## src/rtl/rr_arbiter8_pkg.sv

```systemverilog
// Shared types and constants for the 8-way round-robin grant arbiter.
// Declarations only: state encoding, fixed sizes and idle decode patterns.
package rr_arbiter8_pkg;

   localparam int N_REQ = 8;
   localparam int SEL_W = 3;

   localparam logic [N_REQ-1:0] Y_IDLE_LO = 8'hFF;
   localparam logic [N_REQ-1:0] Y_IDLE_HI = 8'h00;

   typedef enum logic {
      ST_IDLE  = 1'b0,
      ST_GRANT = 1'b1
   } state_t;

endpackage

```

## src/rtl/rr_onehot_decode.sv

```systemverilog
// 3-to-8 one-hot grant decoder, active-low by default, inverted by i_opt.
// Purely combinational; when not valid every line sits at its inactive level.
module rr_onehot_decode
   import rr_arbiter8_pkg::*;
(
   input  logic [SEL_W-1:0] i_sel,
   input  logic             i_valid,
   input  logic             i_opt,
   output logic [N_REQ-1:0] o_y
);

   logic [N_REQ-1:0] w_lo;

   always_comb begin
      w_lo = ~(N_REQ'(1) << i_sel);
      if (i_valid) begin
         o_y = w_lo ^ {N_REQ{i_opt}};
      end else begin
         o_y = i_opt ? Y_IDLE_HI : Y_IDLE_LO;
      end
   end

endmodule

```

## src/rtl/rr_arbiter8.sv

```systemverilog
// Round-robin arbiter for 8 requesters with a hold limit and forced release.
// Grant visible the cycle after the sampling edge; every release costs one idle cycle.
module rr_arbiter8
   import rr_arbiter8_pkg::*;
#(
   parameter int unsigned MAX_HOLD = 16,
   parameter int unsigned CNT_W    = 5
)(
   input  logic             i_clk,
   input  logic             i_rst,
   input  logic [N_REQ-1:0] i_req,
   input  logic             i_en,
   input  logic             i_opt,
   output logic             o_gnt_valid,
   output logic [SEL_W-1:0] o_gnt_sel,
   output logic [N_REQ-1:0] o_gnt_y,
   output logic             o_preempt
);

   localparam logic [CNT_W-1:0] LP_LAST = CNT_W'((MAX_HOLD == 0) ? 0 : (MAX_HOLD - 1));

   state_t           r_state;
   state_t           w_state_nxt;
   logic [SEL_W-1:0] r_sel;
   logic [SEL_W-1:0] w_sel_nxt;
   logic [SEL_W-1:0] r_ptr;
   logic [SEL_W-1:0] w_ptr_nxt;
   logic [CNT_W-1:0] r_cnt;
   logic [CNT_W-1:0] w_cnt_nxt;
   logic             r_preempt;
   logic             w_preempt_nxt;
   logic [SEL_W-1:0] w_pick;
   logic [SEL_W-1:0] w_idx;
   logic             w_found;
   logic             w_limit;

   // Scan starts just after the last released requester; the 3-bit sum wraps 7+1 to 0.
   always_comb begin : scan
      w_found = 1'b0;
      w_pick  = '0;
      w_idx   = '0;
      for (int i = 1; i <= N_REQ; i++) begin
         w_idx = r_ptr + SEL_W'(i);
         if (!w_found && i_req[w_idx]) begin
            w_found = 1'b1;
            w_pick  = w_idx;
         end
      end
   end

   assign w_limit = (MAX_HOLD != 0) && (r_cnt == LP_LAST);

   always_comb begin : fsm
      w_state_nxt   = r_state;
      w_sel_nxt     = r_sel;
      w_ptr_nxt     = r_ptr;
      w_cnt_nxt     = r_cnt;
      w_preempt_nxt = 1'b0;
      case (r_state)
         ST_IDLE: begin
            if (i_en && w_found) begin
               w_state_nxt = ST_GRANT;
               w_sel_nxt   = w_pick;
               w_cnt_nxt   = '0;
            end
         end
         ST_GRANT: begin
            // A release that coincides with the limit is a normal release.
            if (!i_req[r_sel] || w_limit) begin
               w_state_nxt   = ST_IDLE;
               w_ptr_nxt     = r_sel;
               w_preempt_nxt = i_req[r_sel];
            end else if (r_cnt != '1) begin
               w_cnt_nxt = r_cnt + CNT_W'(1);
            end
         end
         default: begin
            w_state_nxt = ST_IDLE;
         end
      endcase
   end

   always_ff @(posedge i_clk or posedge i_rst) begin
      if (i_rst) begin
         r_state   <= ST_IDLE;
         r_sel     <= '0;
         r_ptr     <= SEL_W'(N_REQ - 1);
         r_cnt     <= '0;
         r_preempt <= 1'b0;
      end else begin
         r_state   <= w_state_nxt;
         r_sel     <= w_sel_nxt;
         r_ptr     <= w_ptr_nxt;
         r_cnt     <= w_cnt_nxt;
         r_preempt <= w_preempt_nxt;
      end
   end

   assign o_gnt_valid = (r_state == ST_GRANT);
   assign o_gnt_sel   = r_sel;
   assign o_preempt   = r_preempt;

   rr_onehot_decode u_decode (
      .i_sel   (r_sel),
      .i_valid (o_gnt_valid),
      .i_opt   (i_opt),
      .o_y     (o_gnt_y)
   );

endmodule

```

## config.mk

```make
export PLATFORM = sky130hd
export DESIGN_NAME = rr_arbiter8
export DESIGN_NICKNAME = d
export VERILOG_FILES = /design/src/rtl/rr_arbiter8_pkg.sv /design/src/rtl/rr_onehot_decode.sv /design/src/rtl/rr_arbiter8.sv
export SDC_FILE = /design/constraint.sdc
export NUM_CORES = 1
export LEC_CHECK = 0
export CAP_MARGIN = 30
export CORE_MARGIN = 1
export CORE_UTILIZATION = 25
export CTS_CLUSTER_DIAMETER = 50
export DETAILED_ROUTE_END_ITERATION = 6
export DONT_BUFFER_PORTS = 1
export HOLD_SLACK_MARGIN = 0.12
export PLACE_DENSITY = 0.45
export SYNTH_ARGS = -nofsm -noshare
export SYNTH_HDL_FRONTEND = slang
export SYNTH_SLANG_ARGS = --single-unit
```

## constraint.sdc

```tcl
create_clock -name i_clk -period 3.6 [get_ports i_clk]
set_clock_uncertainty 0.05 [all_clocks]
set_input_delay 1.08 -clock i_clk [delete_from_list [all_inputs] [get_ports i_clk]]
set_output_delay 1.08 -clock i_clk [all_outputs]
set_load 0.02 [all_outputs]
```

### After elaboration in Yosys (flattened, before gate mapping)

Cells that the tools add are included.

| storage, ports and cells | value |
|---|---|
| flip-flop bits (word level) | 13 |
| bits of input ports | 12 |
| output and inout bits | 13 |
| word-level logic and storage cells | 96 |

| cells by class | value |
|---|---|
| add/subtract/negate cells | 8 |
| magnitude comparators | 9 |
| equal/unequal tests | 5 |
| shift-type cells | 1 |
| multiplexer cells | 45 |
| bitwise operators | 3 |
| reduce and logical (&&, ||, !) cells | 20 |

Operators with widths:

| operator | number |
|---|---|
| $lt 3x4->1 const B | 9 |
| $bmux 1 s3 | 9 |
| $mux 3 | 8 |
| $mux 1 | 21 |
| $mux 8 | 2 |
| $mux 5 | 3 |
| $add 3x3->3 const B | 4 |
| $pmux 5 s2 | 1 |
| $logic_and 1x1->1 | 8 |
| $logic_not 1->1 | 8 |
| $not 8->8 | 1 |
| $shl 1x3->8 const A | 1 |
| $xor 8x8->8 | 1 |
| $add 3x2->3 const B | 2 |
| $add 5x1->5 const B | 1 |
| $eq 5x4->1 const B | 1 |
| $ne 5x5->1 const B | 1 |
| $ne 2x2->1 const B | 2 |
| $reduce_and 2->1 | 2 |
| $add 3x1->3 const B | 1 |
| $reduce_and 3->1 | 1 |
| $ne 2x1->1 const B | 1 |
| $pmux 1 s2 | 1 |
| $logic_or 1x1->1 | 1 |
| $not 1->1 | 1 |

### Logic depth before layout (Yosys ltp)

Gate-level depths: netlist of the first run.

| depth | value |
|---|---|
| depth in word-level cells | 28 |
| gate-level depth with buffers | 11 |
| depth with buffers taken out | 8 |

### Hierarchy

A second synthesis of the first run with hierarchy kept.

| unflattened totals | value |
|---|---|
| cell total of the unflattened synthesis | 161 |
| area, all modules | 1,630.3 µm² |

By module, submodules not included:

| module | instances | cells each | area an instance (µm²) | seq. area each (µm²) |
|---|---|---|---|---|
| rr_arbiter8 | 1 | 144 | 1,470.2 | 329.1 |
| rr_onehot_decode | 1 | 17 | 160.2 | 0.0 |

### Worst setup path before layout of the first run

No wires, ideal clock.

| timing | value |
|---|---|
| path type | register -> register |
| start point | reg r_ptr[0] |
| end point | reg r_cnt[0] |
| setup time | 0.078 ns |
| data arrival time | 3.427 ns |
| data required time | 3.472 ns |
| setup slack | 0.045 ns |
| cell stages (with the launch flop) | 12 |
| path buffers | 3 |
| clock period less this slack | 3.555 ns |
| cells stage by stage | dfstp_2 > buf_6 > buf_1 > inv_1 > ha_1 > buf_2 > mux4_2 > or2_2 > or4_4 > o311a_4 > a21oi_4 > o2bb2ai_1 |

| on the way | value |
|---|---|
| longest elaborated chain between the ends | 28 |
| elaborated cells on any way between the ends | 48 |
| those cells by class | add/sub (7); eq/ne (1); mux (24); reduce/logical (16) |

Ends and longest elaborated chain:

| element | RTL line | source |
|---|---|---|
| from (decl) | rr_arbiter8.sv:26 | `logic [SEL_W-1:0] r_ptr;` |
| from (signal assigned) | rr_arbiter8.sv:87 | `r_ptr <= SEL_W'(N_REQ - 1);` |
| from (signal assigned) | rr_arbiter8.sv:93 | `r_ptr <= w_ptr_nxt;` |
| $add 3x1->3 | rr_arbiter8.sv:43 | `w_idx = r_ptr + SEL_W'(i);` |
| $bmux 1 s3 | rr_arbiter8.sv:44 | `if (!w_found && i_req[w_idx]) begin` |
| $mux 1 (implied by the code) | rr_arbiter8.sv:44 |  |
| $mux 1 | rr_arbiter8.sv:44 |  |
| $logic_not 1->1 | rr_arbiter8.sv:44 |  |
| $logic_and 1x1->1 | rr_arbiter8.sv:44 |  |
| $mux 1 | rr_arbiter8.sv:44 |  |
| $logic_not 1->1 | rr_arbiter8.sv:44 |  |
| [... 12 more ...] | -- |  |
| $logic_and 1x1->1 | rr_arbiter8.sv:44 |  |
| $mux 1 | rr_arbiter8.sv:44 |  |
| $logic_not 1->1 | rr_arbiter8.sv:44 |  |
| $logic_and 1x1->1 | rr_arbiter8.sv:44 |  |
| $mux 1 * | rr_arbiter8.sv:44 |  |
| $logic_and 1x1->1 * | rr_arbiter8.sv:61 | `if (i_en && w_found) begin` |
| $ne 2x2->1 (no line) * | -- |  |
| $reduce_and 3->1 (no line) * | -- |  |
| to (signal assigned) | rr_arbiter8.sv:94 | `r_cnt <= w_cnt_nxt;` |
| to (decl) | rr_arbiter8.sv:28 | `logic [CNT_W-1:0] r_cnt;` |

Every way passes the cells marked *; elsewhere a longest branch is shown, timed or not. The select of a mux whose other input is x is not followed.
A chain may end at the register's enable or synchronous reset.

### Worst setup path after layout of the first run

| timing | value |
|---|---|
| start point | reg r_ptr[1] |
| end point | reg r_cnt[1] |

Same word-level chain as after synthesis.

==> metrics.yaml, run 1 <==
finalHoldViolCount: 0
maxClockFrequency_mhz: 307
io_pins: 25
synth_top_area_cell: "mux4_2"
period_share: 0.905
core_um2: 6760
drv_cap: 0
synth_area_um2: 1740
status: "finished, final reports clean"
worstPathArrival_ns: 3.37
final.fill_count: 708
start_util: 0.258
grt_pass1_wl_mm: 7.13
cts_tree: "built"
die_y_um: 85.5
cts_root_buf: "clkbuf_8"
maxSlewHeadroom: 0.563
period_minus_slack_ns: 3.26
synth_common_cells: "15 x mux4_2, 13 x mux2i_1, 10 x dfrtp_1, 10 x inv_1, 10 x nor2_1"
seq_area_frac_synth: 0.189
grt_pass1_vias: 1422
hold_buffers: 0
ys_ff_latch: 13
final_area_um2: 1900
hold_path_class: "flip-flop to flip-flop"
grt_usage: 0.122
clk_pin_slew_ns: 0.05
synth.most_common_cell: "mux4_2"
ir_worst_vdd_v: 0.000306
clock_path_buffers: 2
numCtsBuffers: 3
routed_wl_mm: 4.35
drt-pass1-iter-count: 4
ys_top_cells_by_area: "mux4_2 19%, dfrtp_1 14%, mux2i_1 7.5%"
grt_max_degree: 20
wire_per_inst_um: 16.7
total_power_mw: 2.00
synth_cells: 180
vias: 1470
worst_pin_slew_ns: 0.655
overflow: 0
rows: 30
synthFlopType: "dfrtp_1"
crit_path_max_fanout: 8
die_w_um: 85.5
die_area_um2: 7310
post_cts_resized: 0
rsz0062_at_grt: "false"
async_reset_ff_frac: 1.00
drtAntennaViolNets: 0
drv_slew: 0
drt-initial-drc-count: 56
diodes: 0
synth_top_area_share: 0.194
p_leak_nw: 0.742
avgViaCountPerCell: 5.63
cts_setup_buffers: 0
cp-end-kind: "flip-flop"
drive_above_1_share: 0.221
io_buffers: 0
dp.cells: 257
worstSkewPairLatency_ns: 0.24
cts_sinks: 13
cts_max_level: 1
avgSynthCellArea_um2: 9.69
hpwlAfterDp_mm: 3.39
synth_cell_types: 53
place_area_um2: 1850
synth_nets: 197
finalSetupViolCount: 0
synth_edf_count: 0
start_kind: "flip-flop"
fin_cells: 261
antenna_found_initial: 0
yosysWarnings: 0
fin_tns_setup_ns: 0
powerDensity_nw_per_um2: 1050
fin_util: 0.281
crit_type: "flip-flop to flip-flop"
drt_drc_violations_left: 0
gp_congestion: 0.782
cp.required_ns: 3.71
synthToLayoutAreaGrowth_pct: 8.82
nets: 199
-- stage by stage --
step,hold WS (ns),setup WS [ns]
6_report,0.493,0.343
5_1_grt,0.528,0.235
4_1_cts,0.496,0.339
3_5_place_dp,0.484,0.243
3_3_place_gp,0.482,0.275
2_1_floorplan,0.446,0.0452
-- cell usage in the layout (no fill, tap or decap), types with 2 or more instances in the layout --
cell	count
mux4_2	15
mux2i_1	13
inv_1	10
nor2_1	10
dfrtp_1	10
a21oi_1	9
nand2_1	8
buf_4	8
xor2_1	7
o21ai_0	6
xnor2_1	6
nor3_1	5
ha_1	5
mux2_2	4
o2bb2ai_1	4
nand3_1	4
nor2b_1	3
nand2b_1	3
a22oi_1	3
nand4_1	3
and3_1	3
a211oi_1	3
clkbuf_8	3
dfstp_2	3
mux2_4	2
and2_1	2
nor4_1	2
o22ai_1	2
a221oi_1	2
-- power breakdown --
part           switching, mW  total, mW  leakage [nW]  internal, mW
Clock                 0.0481      0.126        0.0228        0.0779
Combinational          0.817       1.53         0.558         0.711
Sequential             0.136      0.344         0.161         0.208
Total                   1.00       2.00         0.742         0.997
-- metal layers --
| layer | track usage | vias to the layer above | routed length (um) |
|---|---|---|---|
| met2 | 0.191 | 35 | 1990 |
| met1 | 0.169 | 728 | 2040 |
| met5 | 0 | - | 0 |
| li1 | - | 699 | - |
| met3 | 0.0231 | 8 | 227 |
| met4 | 0.0394 | 0 | 95 |
-- state kept, by name (all words and copies together) (netlist names) --
| signal | cells |
|---|---|
| o_gnt_sel | 3 |
| o_gnt_valid | 1 |
| o_preempt | 1 |
| r_cnt | 5 |
| r_ptr | 3 |
-- cell families (layout without fill, tap and decap cells) --
group,count (synthesis),count (layout),synth area share
and+or+nand+nor,49,49,0.151
AOI/OAI and AO/OA,44,44,0.191
muxes,35,35,0.318
buffers and inverters,21,22,0.0509
xor gates and xnor gates,13,13,0.0653
DFF,13,13,0.189
adders and majority gates,5,5,0.0359
-- area by class of cell --
class	count	area (um2)	share of cell area
Clock buffer	4	45.0	0.0237
Tap cell	80	100	0.0527
Inverter	10	37.5	0.0198
Multi-Input combinational cell	146	1330	0.699
Timing Repair Buffer	8	60.1	0.0316
Sequential cell	13	329	0.173
-- worst paths after layout --
check                      startpoint         to  slack, ns  depth (start not counted)
max in group asynchronous       i_rst   r_ptr[2]       2.44                          1
max reg2reg                  r_ptr[1]   r_cnt[1]       0.34                          8
min                          r_cnt[4]   r_cnt[4]       0.49                          1
min in group asynchronous       i_rst  o_preempt       0.70                          1
max                          r_ptr[1]   r_cnt[1]       0.34                          8
min reg2reg                  r_cnt[4]   r_cnt[4]       0.49                          1
-- critical path: stages (launching register included) --
cell       delay (ns)
dfstp_2          0.52
inv_1            0.10
ha_1             0.51
mux4_2           0.41
mux2_4           0.32
or4_4            0.55
o311a_4          0.42
a21oi_4          0.17
o2bb2ai_1        0.12
(Power assumes the default switching activity.)
==> run 2, diff against run 1 <==
Settings changed: PLACE_DENSITY 0.45 to 0.39.
==> metrics.yaml, run 2 (synthesis results as in run 1) <==
status: "finished, final reports clean"  # unchanged
hold_buffers: 0  # unchanged
whs_ns: 0.492  # was 0.493 ns
grt_usage: 0.142  # was 0.122
regArea_um2: 329  # unchanged
rr_worst_depth: 8  # unchanged
period_share: 0.934  # was 0.905
mostFrequentLayoutCells: "15 x mux4_2, 13 x mux2i_1, 10 x inv_1, 10 x nor2_1, 10 x dfrtp_1"  # unchanged
clk_pin_slew_ns: 0.05  # about the same
wire_per_inst_um: 18.7  # was 16.7 um
cts_setup_buffers: 0  # unchanged
place_area_um2: 1830  # was 1850 um2
wl_met1_mm: 2.08  # was 2.04 mm
diodes: 0  # unchanged
final_area_um2: 1880  # was 1900 um2
gp_congestion: 0.890  # was 0.782
drive_above_1_share: 0.208  # was 0.221
cp.required_ns: 3.71  # about the same
drt-pass1-iter-count: 4  # unchanged
final_common_cell: "mux4_2"  # unchanged
grt_pass1_wl_mm: 8.05  # was 7.13 mm
nets: 196  # was 199
die_area_um2: 7310  # unchanged
grt_max_degree: 20  # unchanged
cts_root_buf: "clkbuf_8"  # unchanged
die_w_um: 85.5  # unchanged
maxClockFrequency_mhz: 297  # was 307 MHz
wl_met3_um: 276  # was 227 um
vias: 1493  # was 1,470
wl_met2_mm: 2.42  # was 1.99 mm
largest_reg_flops: 5  # unchanged
antenna_found_initial: 0  # unchanged
overflow: 0  # unchanged
drv_slew: 0  # unchanged
holdPathStages: 1  # unchanged
drtAntennaViolNets: 0  # unchanged
final.setup.worst_slack_ns: 0.238  # was 0.343 ns
powerDensity_nw_per_um2: 1070  # was 1050 nW/um2
period_minus_slack_ns: 3.36  # was 3.26 ns
final.fill_count: 719  # was 708
regMostFlops: "r_cnt"  # unchanged
worst_pin_slew_ns: 0.670  # was 0.655 ns
hold_path_class: "flip-flop to flip-flop"  # unchanged
multi_input_area_um2: 1330  # unchanged
io_pins: 25  # unchanged
worstPathArrival_ns: 3.47  # was 3.37 ns
core_um2: 6760  # unchanged
cts_tree: "built"  # unchanged
finalSetupViolCount: 0  # unchanged
finalHoldViolCount: 0  # unchanged
maxSlewHeadroom: 0.553  # was 0.563
worstSkewPairLatency_ns: 0.24  # about the same
rows: 30  # unchanged
cts_max_level: 1  # unchanged
post_cts_resized: 0  # unchanged
start_util: 0.258  # unchanged
ir_worst_vdd_v: 0.000349  # was 0.000306 V
crit_path_max_fanout: 9  # was 8
drt_drc_violations_left: 0  # unchanged
cts_sinks: 13  # unchanged
dp_slack_ns: 0.190  # was 0.243 ns
p_leak_nw: 0.727  # was 0.742 nW
clock_path_buffers: 2  # unchanged
routed_wl_mm: 4.82  # was 4.35 mm
drt-initial-drc-count: 138  # was 56
cp-end-kind: "flip-flop"  # unchanged
synthToLayoutAreaGrowth_pct: 7.53  # was 8.82%
top_layer: "met4"  # unchanged
crit_type: "flip-flop to flip-flop"  # unchanged
io_buffers: 0  # unchanged
avgViaCountPerCell: 5.79  # was 5.63
rsz0062_at_grt: "false"  # unchanged
start_kind: "flip-flop"  # unchanged
fin_tns_setup_ns: 0  # unchanged
die_y_um: 85.5  # unchanged
numCtsBuffers: 3  # unchanged
grt_pass1_vias: 1511  # was 1,422
total_power_mw: 2.00  # about the same
hpwlAfterDp_mm: 3.79  # was 3.39 mm
drv_cap: 0  # unchanged
run 2: cell types whose count changed in the layout (fill, tap and decap cells not counted):
cell	delta
buf_4	-3
run 2: routing by layer:
| layer | GRT usage | up-vias |
|---|---|---|
| li1 | - | 697 |
| met5 | 0 | - |
| met1 | 0.185 | 748 |
| met3 | 0.0212 | 5 |
| met2 | 0.247 | 43 |
| met4 | 0.0379 | 0 |
run 2: worst paths after layout:
path	startpoint	end	slack [ns]
worst max-delay path	r_ptr[1]	r_cnt[1]	0.24
worst min-delay path	r_cnt[4]	r_cnt[4]	0.49
worst max register to register	r_ptr[1]	r_cnt[1]	0.24
worst min register to register	r_cnt[4]	r_cnt[4]	0.49
max in group asynchronous	i_rst	r_ptr[0]	2.45
min in group asynchronous	i_rst	o_preempt	0.70
run 2: metrics by stage:
step / cells / utilization
6_report: 258 / 0.278
5_1_grt: 258 / 0.278
4_1_cts: 258 / 0.278
3_5_place_dp: 254 / 0.271
3_3_place_gp: 254 / 0.271
2_1_floorplan: 180 / -
run 2: cell type report:
cell class,count,share of cell area
well taps,80,0.0534
repair buffers,5,0.0200
multi-input cells,146,0.707
inverters,10,0.0200
clock buffers,4,0.0240
flip-flops and latches,13,0.175
run 2: power by group:
group / leakage (nW) / switching (mW) / internal, mW
Clock: 0.0228 / 0.0502 / 0.0781
Combinational: 0.544 / 0.822 / 0.684
Sequential: 0.161 / 0.157 / 0.207
Total: 0.727 / 1.03 / 0.969
run 2: worst max-delay path, stage by stage (launching register included):
cell       delay, ns
dfstp_2         0.52
inv_1           0.12
ha_1            0.52
mux4_2          0.47
mux2_4          0.33
or4_4           0.55
o311a_4         0.42
a21oi_4         0.16
o2bb2ai_1       0.13
